### config.mk
export PLATFORM = sky130hd
export DESIGN_NAME = muldiv_unit
export DESIGN_NICKNAME = d
export VERILOG_FILES = /design/src/rtl/muldiv_unit.sv
export SDC_FILE = /design/constraint.sdc
export NUM_CORES = 1
export LEC_CHECK = 0
export ABC_AREA = 1
export BUFFER_PORTS_ARGS = -buffer_cell sky130_fd_sc_hd__buf_2
export CAP_MARGIN = 20
export CORE_MARGIN = 10
export CORE_UTILIZATION = 45
export CTS_CLUSTER_DIAMETER = 60
export CTS_CLUSTER_SIZE = 28
export DETAILED_ROUTE_END_ITERATION = 10
export SETUP_SLACK_MARGIN = 0.3
export SLEW_MARGIN = 15
export SYNTH_ARGS = -nofsm -noshare
export SYNTH_HDL_FRONTEND = slang
export SYNTH_SLANG_ARGS = --single-unit
### constraint.sdc
create_clock -name CLK -period 3.18 [get_ports CLK]
set_input_delay 0.477 -clock CLK [delete_from_list [all_inputs] [get_ports CLK]]
set_output_delay 0.477 -clock CLK [all_outputs]
set_load 0.01 [all_outputs]
### src/rtl/muldiv_unit.sv
// rtl/muldiv_unit.sv - iterative MULT/MULTU/DIV/DIVU unit with architectural HI/LO and MTHI/MTLO
// Optional signed accumulate (MADD/MSUB) is built only when MULDIV_MADD_EN is defined.
module muldiv_unit #(
  parameter int WIDTH = 32,
  parameter int ITER  = 32
) (
  input  logic             CLK,
  input  logic             Reset,
  input  logic             Start,
  input  logic [2:0]       Op,
  input  logic [WIDTH-1:0] OperandA,
  input  logic [WIDTH-1:0] OperandB,
  output logic             Busy,
  output logic             Done,
  output logic [WIDTH-1:0] HI,
  output logic [WIDTH-1:0] LO
);
  typedef enum logic [1:0] {IDLE, MUL, DIV, FIN} state_t;
  localparam int CW = $clog2(ITER);
  localparam logic [CW-1:0] LAST = CW'(ITER - 1);

  state_t             state;
  logic [CW-1:0]      cnt;
  logic [2*WIDTH-1:0] prod;
  logic [WIDTH-1:0]   mcand, rem, quot, divisor, dividend;
  logic               isDiv, negRes, negRem;
`ifdef MULDIV_MADD_EN
  logic               accEn, accSub;
`endif

  logic               isMul, isDivOp, isSigned;
  logic [WIDTH-1:0]   absA, absB;
  logic [WIDTH:0]     mulSum, divShift, divDiff;
  logic [2*WIDTH-1:0] product;
  logic [WIDTH-1:0]   quotFinal, remFinal;

  always_comb begin
    isMul    = (Op == 3'b000) || (Op == 3'b001);
    isDivOp  = (Op == 3'b010) || (Op == 3'b011);
    isSigned = (Op == 3'b000) || (Op == 3'b010);
`ifdef MULDIV_MADD_EN
    if (Op[2:1] == 2'b11) begin
      isMul    = 1'b1;
      isSigned = 1'b1;
    end
`endif
    absA = (isSigned && OperandA[WIDTH-1]) ? -OperandA : OperandA;
    absB = (isSigned && OperandB[WIDTH-1]) ? -OperandB : OperandB;
    // Shift-add: upper half accumulates, multiplier drains out of the low half
    mulSum   = {1'b0, prod[2*WIDTH-1:WIDTH]} + (prod[0] ? {1'b0, mcand} : '0);
    // Restoring divide: a borrow out of the top bit means the trial subtract failed
    divShift = {rem, quot[WIDTH-1]};
    divDiff  = divShift - {1'b0, divisor};
    product   = negRes ? -prod : prod;
    quotFinal = negRes ? -quot : quot;
    remFinal  = negRem ? -rem : rem;
  end

  always_ff @(posedge CLK) begin
    if (Reset) begin
      state    <= IDLE;
      cnt      <= '0;
      Busy     <= 1'b0;
      Done     <= 1'b0;
      HI       <= '0;
      LO       <= '0;
      prod     <= '0;
      mcand    <= '0;
      rem      <= '0;
      quot     <= '0;
      divisor  <= '0;
      dividend <= '0;
      isDiv    <= 1'b0;
      negRes   <= 1'b0;
      negRem   <= 1'b0;
`ifdef MULDIV_MADD_EN
      accEn    <= 1'b0;
      accSub   <= 1'b0;
`endif
    end else begin
      Done <= 1'b0;
      case (state)
        IDLE: begin
          if (Start) begin
            negRes   <= isSigned && (OperandA[WIDTH-1] ^ OperandB[WIDTH-1]);
            negRem   <= isSigned && OperandA[WIDTH-1];
            dividend <= OperandA;
            cnt      <= '0;
`ifdef MULDIV_MADD_EN
            accEn    <= (Op[2:1] == 2'b11);
            accSub   <= Op[0];
`endif
            if (isMul) begin
              prod  <= {{WIDTH{1'b0}}, absB};
              mcand <= absA;
              isDiv <= 1'b0;
              Busy  <= 1'b1;
              state <= MUL;
            end else if (isDivOp) begin
              rem     <= '0;
              quot    <= absA;
              divisor <= absB;
              isDiv   <= 1'b1;
              Busy    <= 1'b1;
              state   <= DIV;
            end else if (Op == 3'b100) begin
              HI <= OperandA;
            end else if (Op == 3'b101) begin
              LO <= OperandA;
            end
          end
        end
        MUL: begin
          prod <= {mulSum, prod[WIDTH-1:1]};
          cnt  <= cnt + 1'b1;
          if (cnt == LAST) state <= FIN;
        end
        DIV: begin
          rem  <= divDiff[WIDTH] ? divShift[WIDTH-1:0] : divDiff[WIDTH-1:0];
          quot <= {quot[WIDTH-2:0], ~divDiff[WIDTH]};
          cnt  <= cnt + 1'b1;
          if (cnt == LAST) state <= FIN;
        end
        FIN: begin
          if (isDiv) begin
            if (divisor == '0) begin
              HI <= dividend;
              LO <= '1;
            end else begin
              HI <= remFinal;
              LO <= quotFinal;
            end
          end
`ifdef MULDIV_MADD_EN
          else if (accEn) begin
            {HI, LO} <= accSub ? ({HI, LO} - product) : ({HI, LO} + product);
          end
`endif
          else begin
            {HI, LO} <= product;
          end
          Busy  <= 1'b0;
          Done  <= 1'b1;
          state <= IDLE;
        end
        default: state <= IDLE;
      endcase
    end
  end
endmodule

Word-level counts from Yosys, hierarchy flattened
Index checks and enable logic that the tools add are counted.
{"block": "totals", "regBits": 300, "latchBits": 0, "ram_bits": 0, "mem_bits_ro": 0, "inputBits": 70, "wordCells": 117, "mem_count": 0}
{"block": "op_classes", "n_addsub": 8, "mul": 0, "n_div": 0, "order_cmp": 0, "eq_ne": 19, "shifts": 0, "n_mux": 46, "bitwise_logic": 3, "n_reduce_logical": 26}
{"op": "$mux 32", "count": 25}
{"op": "$pmux 32 s2", "count": 4}
{"op": "$mux 64", "count": 3}
{"op": "$neg 32->32", "count": 4}
{"op": "$pmux 64 s2", "count": 1}
{"op": "$neg 64->64", "count": 1}
{"op": "$add 32x32->33", "count": 1}
{"op": "$sub 33x32->33", "count": 1}
{"op": "$logic_not 32->1", "count": 1}
{"op": "$ne 2x2->1 const B", "count": 8}
{"op": "$reduce_and 3->1", "count": 5}
{"op": "$pmux 5 s2", "count": 1}
{"op": "$reduce_bool 2->1", "count": 5}
{"op": "$mux 2", "count": 4}
{"op": "$reduce_and 4->1", "count": 2}
{"op": "$eq 3x2->1 const B", "count": 2}
{"op": "$eq 3x3->1 const B", "count": 2}
{"op": "$pmux 2 s3", "count": 1}
{"op": "$reduce_and 6->1", "count": 1}
{"op": "$add 5x1->5 const B", "count": 1}
{"op": "$eq 5x5->1 const B", "count": 1}
{"op": "$mux 1", "count": 5}
{"op": "$mux 5", "count": 1}
{"op": "$reduce_and 5->1", "count": 1}
{"op": "other kinds (14)", "count": 21}

Depth between registers and ports, before layout
Gate-level depths: netlist (run 1).
{"block": "depth", "word_depth": 8, "depth_mapped": 18}

Worst setup path before layout (run 1)
Ideal clock, no wire load.
{"block": "synth_path", "path_type": "reg2reg", "from": "reg prod[0]", "to": "reg prod[59]", "setup_time_ns": 0.132, "arrival_time_ns": 2.386, "t_required_ns": 3.048, "path_slack_ns": 0.662, "path_stages_with_launch": 18, "n_path_buf": 2, "path_cell_list": "dfxtp_1 -> buf_2 -> buf_1 -> nand2_1 -> inv_1 -> ha_1 -> inv_1 -> fa_1 -> inv_1 -> nand2_1 -> o21ai_1 -> a21oi_1 -> o21ai_1 -> nand2_1 -> nand2_1 -> nand2_1 -> nand3_1 -> a21oi_1"}
{"block": "synth_between", "elab_chain_len": 3}
{"item": "start, declared", "line": "24", "source": "logic [2*WIDTH-1:0] prod;"}
{"item": "start signal, assigned", "line": "94", "source": "prod <= {{WIDTH{1'b0}}, absB};"}
{"item": "start signal, assigned", "line": "114", "source": "prod <= {mulSum, prod[WIDTH-1:1]};"}
{"item": "$mux 32", "line": "50", "source": "mulSum = {1'b0, prod[2*WIDTH-1:WIDTH]} + (prod[0] ? {1'b0, mcand} : '0);"}
{"item": "$add 32x32->33", "line": "50"}
{"item": "$pmux 64 s2", "line": "82", "source": "case (state)"}
Every way passes these cells.
A chain may end at the register's enable or synchronous reset.

Final worst setup path (run 1)
{"block": "layout_path", "from": "reg divisor[29]", "to": "reg HI[4]"}
{"block": "layout_between", "elab_chain_len": 4}
{"item": "start, declared", "line": "25", "source": "logic [WIDTH-1:0] mcand, rem, quot, divisor, dividend;"}
{"item": "start signal, assigned", "line": "102", "source": "divisor <= absB;"}
{"item": "$logic_not 32->1", "line": "126", "source": "if (divisor == '0) begin"}
{"item": "$mux 32", "line": "126"}
{"item": "$mux 32", "line": "125", "source": "if (isDiv) begin"}
{"item": "$pmux 32 s2", "line": "82"}
{"item": "end signal, assigned", "line": "127", "source": "HI <= dividend;"}
{"item": "end signal, assigned", "line": "130", "source": "HI <= remFinal;"}
{"item": "end signal, assigned", "line": "140", "source": "{HI, LO} <= product;"}
{"item": "end, declared", "line": "15", "source": "output logic [WIDTH-1:0] HI,"}
Every way passes these cells.

==> summary.md, run 1 <==
| Metric | Value |
|---|---|
| Status | `complete, no violations` |
| Critical Path Source Type | `flip-flop` |
| Die ar. | `about 64,000 µm²` |
| WL per Instance | `21.66 µm` |
| DR iter-0 viols | `3,107` |
| ANT cells | `0` |
| Pwr dens | `a little under 600 nW/µm²` |
| Worst R2R Path Depth | `11` |
| Rel. slew slack | `0.2555` |
| Antenna-violating nets left | `0` |
| Synth Instances | `4,077` |
| Share of post-route cells with drive strength above 1 | `0.1019` |
| Yosys warns | `0` |
| Syn Area/Cell | `5.957 µm²` |
| Synthesized flop and latch total | `300` |
| Final worst-path cycle share | `0.8243` |
| Tmin final | `2.621 ns` |
| Die width | `approximately 250 µm` |
| Setup Skew | `0.05196 ns` |
| CORE AREA | `53,600 µm²` |
| Setup TNS | `0 ns` |
| Final setup fails | `0` |
| Rows | `85` |
| Syn Nets | `4,224` |
| Worst hold path class | `input pin to flip-flop` |
| Delay of the slowest critical-path stage | `between 0.4 and 0.5 ns` |
| Fin cells | `4,865` |
| I/O Buffers | `135` |
| Seq/Total Area, Yosys | `0.2473` |
| Post-Syn Area | `~24,000 µm²` |
| Post-route cell area | `26,770 µm²` |
| Worst-margin pin slew | `1.105 ns` |
| Critical path, cell by cell | `inv_1 -> nand4_1 -> nor2_1 -> nand2_1 -> nor2_4 -> inv_2 -> a21oi_1 -> o21ai_1 -> nand2_1 -> nand2_1 -> a21oi_1` |
| CP dominant cell by count | `nand2_1` |
| Total wire length | `105,400 µm` |
| CTS buffer count | `30` |
| CP Buf/Inv Count | `2` |
| RePlAce Congestion | `1.034` |
| Max Slew Vio Count | `0` |
| Area Growth Syn to Fin | `10.22%` |
| Total track usage | `0.3198` |
| Count of different cell masters after synthesis | `58` |
| CTS max path bufs | `3` |
| Vias in the first global route | `24,686` |
| Height of the chip | `252.3 µm` |
| Max_cap viols | `0` |
| Worst path slowest cell | `inv_2` |
| Worst path required time | `3.76 ns` |
| Post-Place Cells | `4,809` |
| Top Ports | `136` |
| Hold path cells | `3` |
| DRT Pass-1 Iters | `6` |
| Total gr overflow | `0` |
| Clock Tree Root | `clkbuf_16` |
| Hpwl dp | `84,350 µm` |
| Via density | `5.629` |
| Number of H-tree levels | `1` |
| Global-route wire length before repair | `156,300 µm` |
| Clock transition at path regs | `0.08 ns` |
| WS Path Type | `flip-flop to flip-flop` |
| Leakage Power | `13.59 nW` |
| Largest net degree at the start of global routing | `85` |
| Final hold vios | `0` |
| RSZ-0062 raised after global routing | `yes` |
| Number of antenna violations at the first check in global routing | `1` |
| Nets | `~4,300` |
| Crit path max-delay family | `simple AND/OR/NAND/NOR gates` |
| Peak supply drop | `0.5361 mV` |
| Initial Util | `0.4531` |
| Via count | `27,384` |
| CTS Hold Bufs | `0` |
| CTS Sinks | `300` |
| # DRC | `0` |
| Crit path max fanout | `40` |
| Max Freq | `381.5 MHz` |
| Nature of the critical path endpoint | `flip-flop` |
| DP Area | `25,660 µm²` |
| Crit path DAT | `3.20 ns` |
| CP Depth | `11` |
| Clock latency on the worst-skew pair | `about 0.65 ns` |
| CTS tree | `done` |
cell usage after synthesis, drive strengths merged:
cell,n,share of area
and2,4,0.0010
nand4,57,0.015
o211ai,27,0.0083
nand2,1118,0.18
a21oi,361,0.080
nand2b,1,0.00026
or2,10,0.0026
a21o,7,0.0022
a31oi,4,0.0010
clkbuf,91,0.014
o21ai,303,0.063
nor3,41,0.0087
a221oi,25,0.0095
fa,2,0.0016
a31o,1,0.00036
o31ai,3,0.00093
nor2,474,0.077
o2111ai,1,0.00036
nor3b,2,0.00062
a22oi,8,0.0025
o21bai,20,0.0062
a211oi,4,0.0012
ha,75,0.039
o22ai,21,0.0057
xnor2,10,0.0036
inv,572,0.089
buf,66,0.015
and3,5,0.0013
nand3,333,0.075
nand3b,24,0.0074
dfxtp,300,0.25
o311ai,1,0.00036
o221ai,8,0.0029
clkinv,4,0.00062
xor2,81,0.029
o21a,13,0.0040
power breakdown:
group	internal, mW	switching [mW]	total [mW]
combinational	2.07	5.39	7.46
clock	1.94	1.98	3.92
sequential	4.20	0.396	4.60
cell type report:
type | instances | area [µm²]
inverters | 576 | 2167
flip-flops and latches | 300 | 6010
fillers | 5869 | 26830
well taps | 696 | 870.8
multi-input cells | 3045 | 15450
clock inverters | 25 | 326.6
clock buffers | 30 | 750.7
repair buffers | 193 | 1189
cell usage in the layout, fill, tap and decap left out, types with 7 or more instances in the layout:
cell type | Yosys | routed
a21o_1 | 7 | 7
a21oi_1 | 330 | 330
a21oi_2 | 29 | 28
a221oi_1 | 23 | 23
a22oi_1 | 8 | 8
buf_2 | 37 | 134
buf_4 | 7 | 53
clkbuf_16 | 0 | 30
clkinv_8 | 0 | 8
dfxtp_1 | 300 | 299
ha_1 | 75 | 74
inv_1 | 553 | 552
inv_2 | 18 | 19
nand2_1 | 1066 | 1066
nand2_2 | 26 | 26
nand2_4 | 25 | 24
nand3_1 | 305 | 305
nand3_2 | 27 | 27
nand3b_1 | 24 | 24
nand4_1 | 57 | 57
nor2_1 | 449 | 448
nor2_2 | 18 | 18
nor2_4 | 7 | 8
nor3_1 | 40 | 40
o211ai_1 | 27 | 27
o21a_1 | 13 | 13
o21ai_0 | 265 | 265
o21ai_1 | 35 | 35
o21bai_1 | 20 | 20
o221ai_1 | 8 | 8
o22ai_1 | 20 | 20
or2_2 | 8 | 8
xnor2_1 | 10 | 10
xor2_1 | 81 | 81
logic make-up after synthesis:
kind of cell / Yosys count / share of synthesized area
xor+xnor: 91 / 0.03282
buf+inv: 733 / 0.1187
compound gates: 807 / 0.1886
simple gates: 2069 / 0.3724
fa+ha+maj: 77 / 0.04029
flops: 300 / 0.2473
sequential cells by signal, indices dropped and copies added, names as in the netlist:
name,cells
negRem,1
cnt,5
isDiv,1
Busy,1
Done,1
prod,64
divisor,32
HI,32
rem,32
dividend,32
negRes,1
state,2
mcand,32
LO,32
quot,32
metrics by stage:
step | total power, mW | hold slack [ns] | util | worst slack (ns)
after floorplan | 9.501 | 0.4297 | - | 0.6616
after global placement | 11.85 | 0.4458 | 0.4788 | 0.5673
after detailed placement | 11.84 | 0.4475 | 0.4788 | 0.5123
after CTS | 15.76 | 0.1739 | 0.4989 | 0.4459
after global routing | 16.84 | 0.1964 | 0.4994 | 0.2754
final | 15.97 | 0.1849 | 0.4994 | 0.5587
layer usage:
layer / track usage / routed length, µm / vias up
met5: 0 / 0 / -
met4: 0.1684 / 6337 / 0
met3: 0.04637 / 8907 / 202
met2: 0.4841 / 44540 / 1291
met1: 0.4330 / 45600 / 12553
li1: - / - / 13338
worst paths after layout:
check	from	endpoint	slack, ns
hold reg to reg	dividend[19]	dividend[19]	0.46
hold / removal	OperandA[27]	dividend[27]	0.18
setup / recovery	divisor[29]	HI[4]	0.56
setup reg to reg	divisor[29]	HI[4]	0.56
what timing repair did:
| action | CTS | global route |
|---|---|---|
| setup endpoints to repair | 0 | 32 |
| resized for setup | 0 | 2 |
| buffers inserted | 0 | 0 |
worst min-delay path, cell delays in order:
cell     delay [ns]
buf_2          0.11
o21ai_0        0.09
a21oi_1        0.11
Power figures use the tool's default switching activity.
==> run 2, diff against run 1 <==
Settings changed: ABC_AREA 1 to 0.
Clock period 3.18 ns to 2.6 ns, I/O delays scaled along.
==> summary.md, run 2 <==
| Metric | Value |
|---|---|
| Total gr overflow | `0` |
| I/O Buffers | `135` |
| Setup WS post-layout | `-0.6299 ns` |
| Internal Power | `12.91 mW` |
| Met3 Use GR | `0.08101` |
| DRT Pass-1 Iters | `6` |
| Crit path DAT | `3.68 ns` |
| Die ar. | `52,900 µm²` |
| Synth Instances | `2,621` |
| Largest net degree at the start of global routing | `86` |
| Critical Path Source Type | `flip-flop` |
| Final worst-path cycle share | `1.242` |
| Fin cells | `3,786` |
| Number of H-tree levels | `2` |
| Initial Util | `0.4576` |
| Number of synthesized flops with an enable pin | `0` |
| Via count | `22,864` |
| Met1 Usage GRT | `0.4215` |
| Clock transition at path regs | `about 0.070 ns` |
| RePlAce Congestion | `just under 1` |
| CORE AREA | `43,360 µm²` |
| Synth top area cells | `dfxtp_1 (30%), nand2_1 (7.1%), xnor2_1 (6.4%)` |
| Via density | `between 6 and 7` |
| Top Ports | `136` |
| Total wire length | `89,210 µm` |
| Failing checks | `negative setup slack` |
| Top cells by count, synth | `nand2_1 (377), dfxtp_1 (300), nor2_1 (241)` |
| WL per Instance | `23.56 µm` |
| CTS Hold Bufs | `0` |
| DP Area | `between 20,000 and 30,000 µm²` |
| Setup Skew | `0.02486 ns` |
| Post-Syn Area | `19,840 µm²` |
| CTS Sinks | `300` |
| Max Slew Vio Count | `0` |
| Grt peak-use layer | `met2` |
| Net Sw Power | `~9.6 mW` |
| Leakage Power | `12.06 nW` |
| Largest reg by FF count | `prod` |
| Yosys warns | `0` |
| Rel. slew slack | `0.5539` |
| Top_reg_cell synth | `dfxtp_1` |
| Worst-margin pin slew | `0.6677 ns` |
| Post-route cell area | `29,390 µm²` |
| Sw Share | `0.4255` |
| Synth area leader | `dfxtp_1` |
| CTS max path bufs | `3` |
| Post-Place Cells | `3,648` |
| Height of the chip | `approximately 230 µm` |
| Worst hold path class | `input pin to flip-flop` |
| Max_cap viols | `0` |
| Total track usage | `0.3162` |
| Seq/Total Area, Yosys | `0.3027` |
| Clock latency on the worst-skew pair | `0.58 ns` |
| Crit path max fanout | `2` |
| Seq pwr share | `0.245` |
| Max Freq | `309.6 MHz` |
| Logic pwr share | `0.515` |
| DR iter-0 viols | `between 2,000 and 2,500` |
| Number of antenna violations at the first check in global routing | `5` |
| Clock Tree Root | `clkbuf_16` |
| Count of different cell masters after synthesis | `73` |
| Synthesized flop and latch total | `300` |
| Pwr dens | `764.5 nW/µm²` |
| Syn Area/Cell | `7.571 µm²` |
| Nature of the critical path endpoint | `flip-flop` |
| Final hold vios | `0` |
| Hold slack | `0.1575 ns` |
| Met2 Use GR | `0.4792` |
| Final setup fails | `between 100 and 150` |
| Area Growth Syn to Fin | `48.14%` |
| Nets | `between 3,000 and 4,000` |
| Clock share of power | `0.239` |
| CTS buffer count | `34` |
| Global-route wire length before repair | `130,100 µm` |
| Rows | `76` |
| Fillers | `3,644` |
| Hpwl dp | `between 60,000 and 70,000 µm` |
| Number of flip-flops in the largest register | `64` |
| CTS tree | `done` |
| Vias in the first global route | `between 20,000 and 25,000` |
| Tmin final | `3.230 ns` |
| RSZ-0062 raised after global routing | `yes` |
| Worst path required time | `3.05 ns` |
| # DRC | `0` |
| Peak supply drop | `0.9377 mV` |
| Most common cell after layout, fill and taps aside | `buf_4` |
| Yosys top cell area share | `0.3027` |
| Die width | `about 230 µm` |
| WS Path Type | `flip-flop to flip-flop` |
| Most frequent cells in the layout | `buf_4 (469), nand2_1 (356), dfxtp_1 (278), nor2_1 (234), a21oi_1 (152)` |
| Most numerous cell in the Yosys netlist | `nand2_1` |
| Share of post-route cells with drive strength above 1 | `0.3526` |
| Antenna-violating nets left | `0` |
| Ys async rst share | `0` |
| Status | `finished, violations left` |
| Syn Nets | `around 2,800` |
-- run 2: changes by cell type in the layout (fill, tap and decap cells not counted), moves of 68 or more --
cell | before | now
xnor2_1 | 10 | 115
o21ai_0 | 265 | 103
nand2_1 | 1066 | 356
nor2_1 | 448 | 234
inv_1 | 552 | 65
buf_4 | 53 | 469
a21oi_1 | 330 | 152
a211oi_1 | 4 | 72
nand3_1 | 305 | 33
-- run 2: kinds of logic after synthesis --
logic type,after synthesis,share of synthesized area
compound gates,810,0.2745
xor+xnor,229,0.1011
fa+ha+maj,77,0.04931
buf+inv,251,0.04799
flops,300,0.3027
mux,16,0.008197
simple gates,938,0.2163
-- run 2: path summary, 6_finish.rpt --
path                from         end  slack [ns]  depth (start not counted)
max             prod[49]      HI[31]       -0.63                          9
min          OperandB[0]  divisor[0]        0.16                          3
max reg2reg     prod[49]      HI[31]       -0.63                          9
min reg2reg        HI[6]       HI[6]        0.45                          2
-- run 2: what timing repair did --
item                                    in CTS  in global routing
resized for setup                          259                155
gates cloned                                 9                  3
endpoints found under the setup margin     148                175
pin swaps                                  180                164
setup buffers                               32                 31
-- run 2: power groups by stage --
stage,logic [mW],clock network (mW),registers [mW]
CTS,10.3,5.38,5.49
global placement,8.60,0,5.55
floorplan,4.95,0,5.56
detailed placement,8.70,0,5.57
finish,11.6,5.38,5.51
global route,12.2,5.59,5.55
-- run 2: metal layers --
layer	share of wire	up-vias
met3	0.094	213
met4	0.042	0
met1	0.43	10925
met2	0.44	1072
li1	-	10654
met5	0	-
-- run 2: cell type report --
class                   instances  area, µm²  area share
inverters                      70      267.8    0.009109
diodes                          2      5.005   0.0001703
flip-flops and latches        300       6041      0.2055
clock inverters                22      296.5     0.01009
repair buffers                696       5598      0.1904
multi-input cells            2072      15500      0.5273
well taps                     585      732.0     0.02490
clock buffers                  39      953.4     0.03244
-- run 2: worst max-delay path: stages, from the launching register on --
cell and delay (ns):
dfxtp_2 0.32, or4_4 0.53, or3_4 0.34, or4_4 0.45
or3_4 0.39, or3_4 0.36, o31ai_4 0.22, xor2_1 0.18
nand2_1 0.08, a32o_1 0.25
-- run 2: metrics by stage --
step	setup slack [ns]	TNS [ns]	power, mW	utilization
floorplan	-0.5572	-12.18	10.51	-
global placement	-0.5948	-39.03	14.15	0.5816
detailed placement	-0.6056	-44.28	14.27	0.5818
CTS	-0.6110	-37.34	21.18	0.6512
global route	-0.7059	-51.06	23.33	0.6779
finish	-0.6299	-43.42	22.47	0.6779
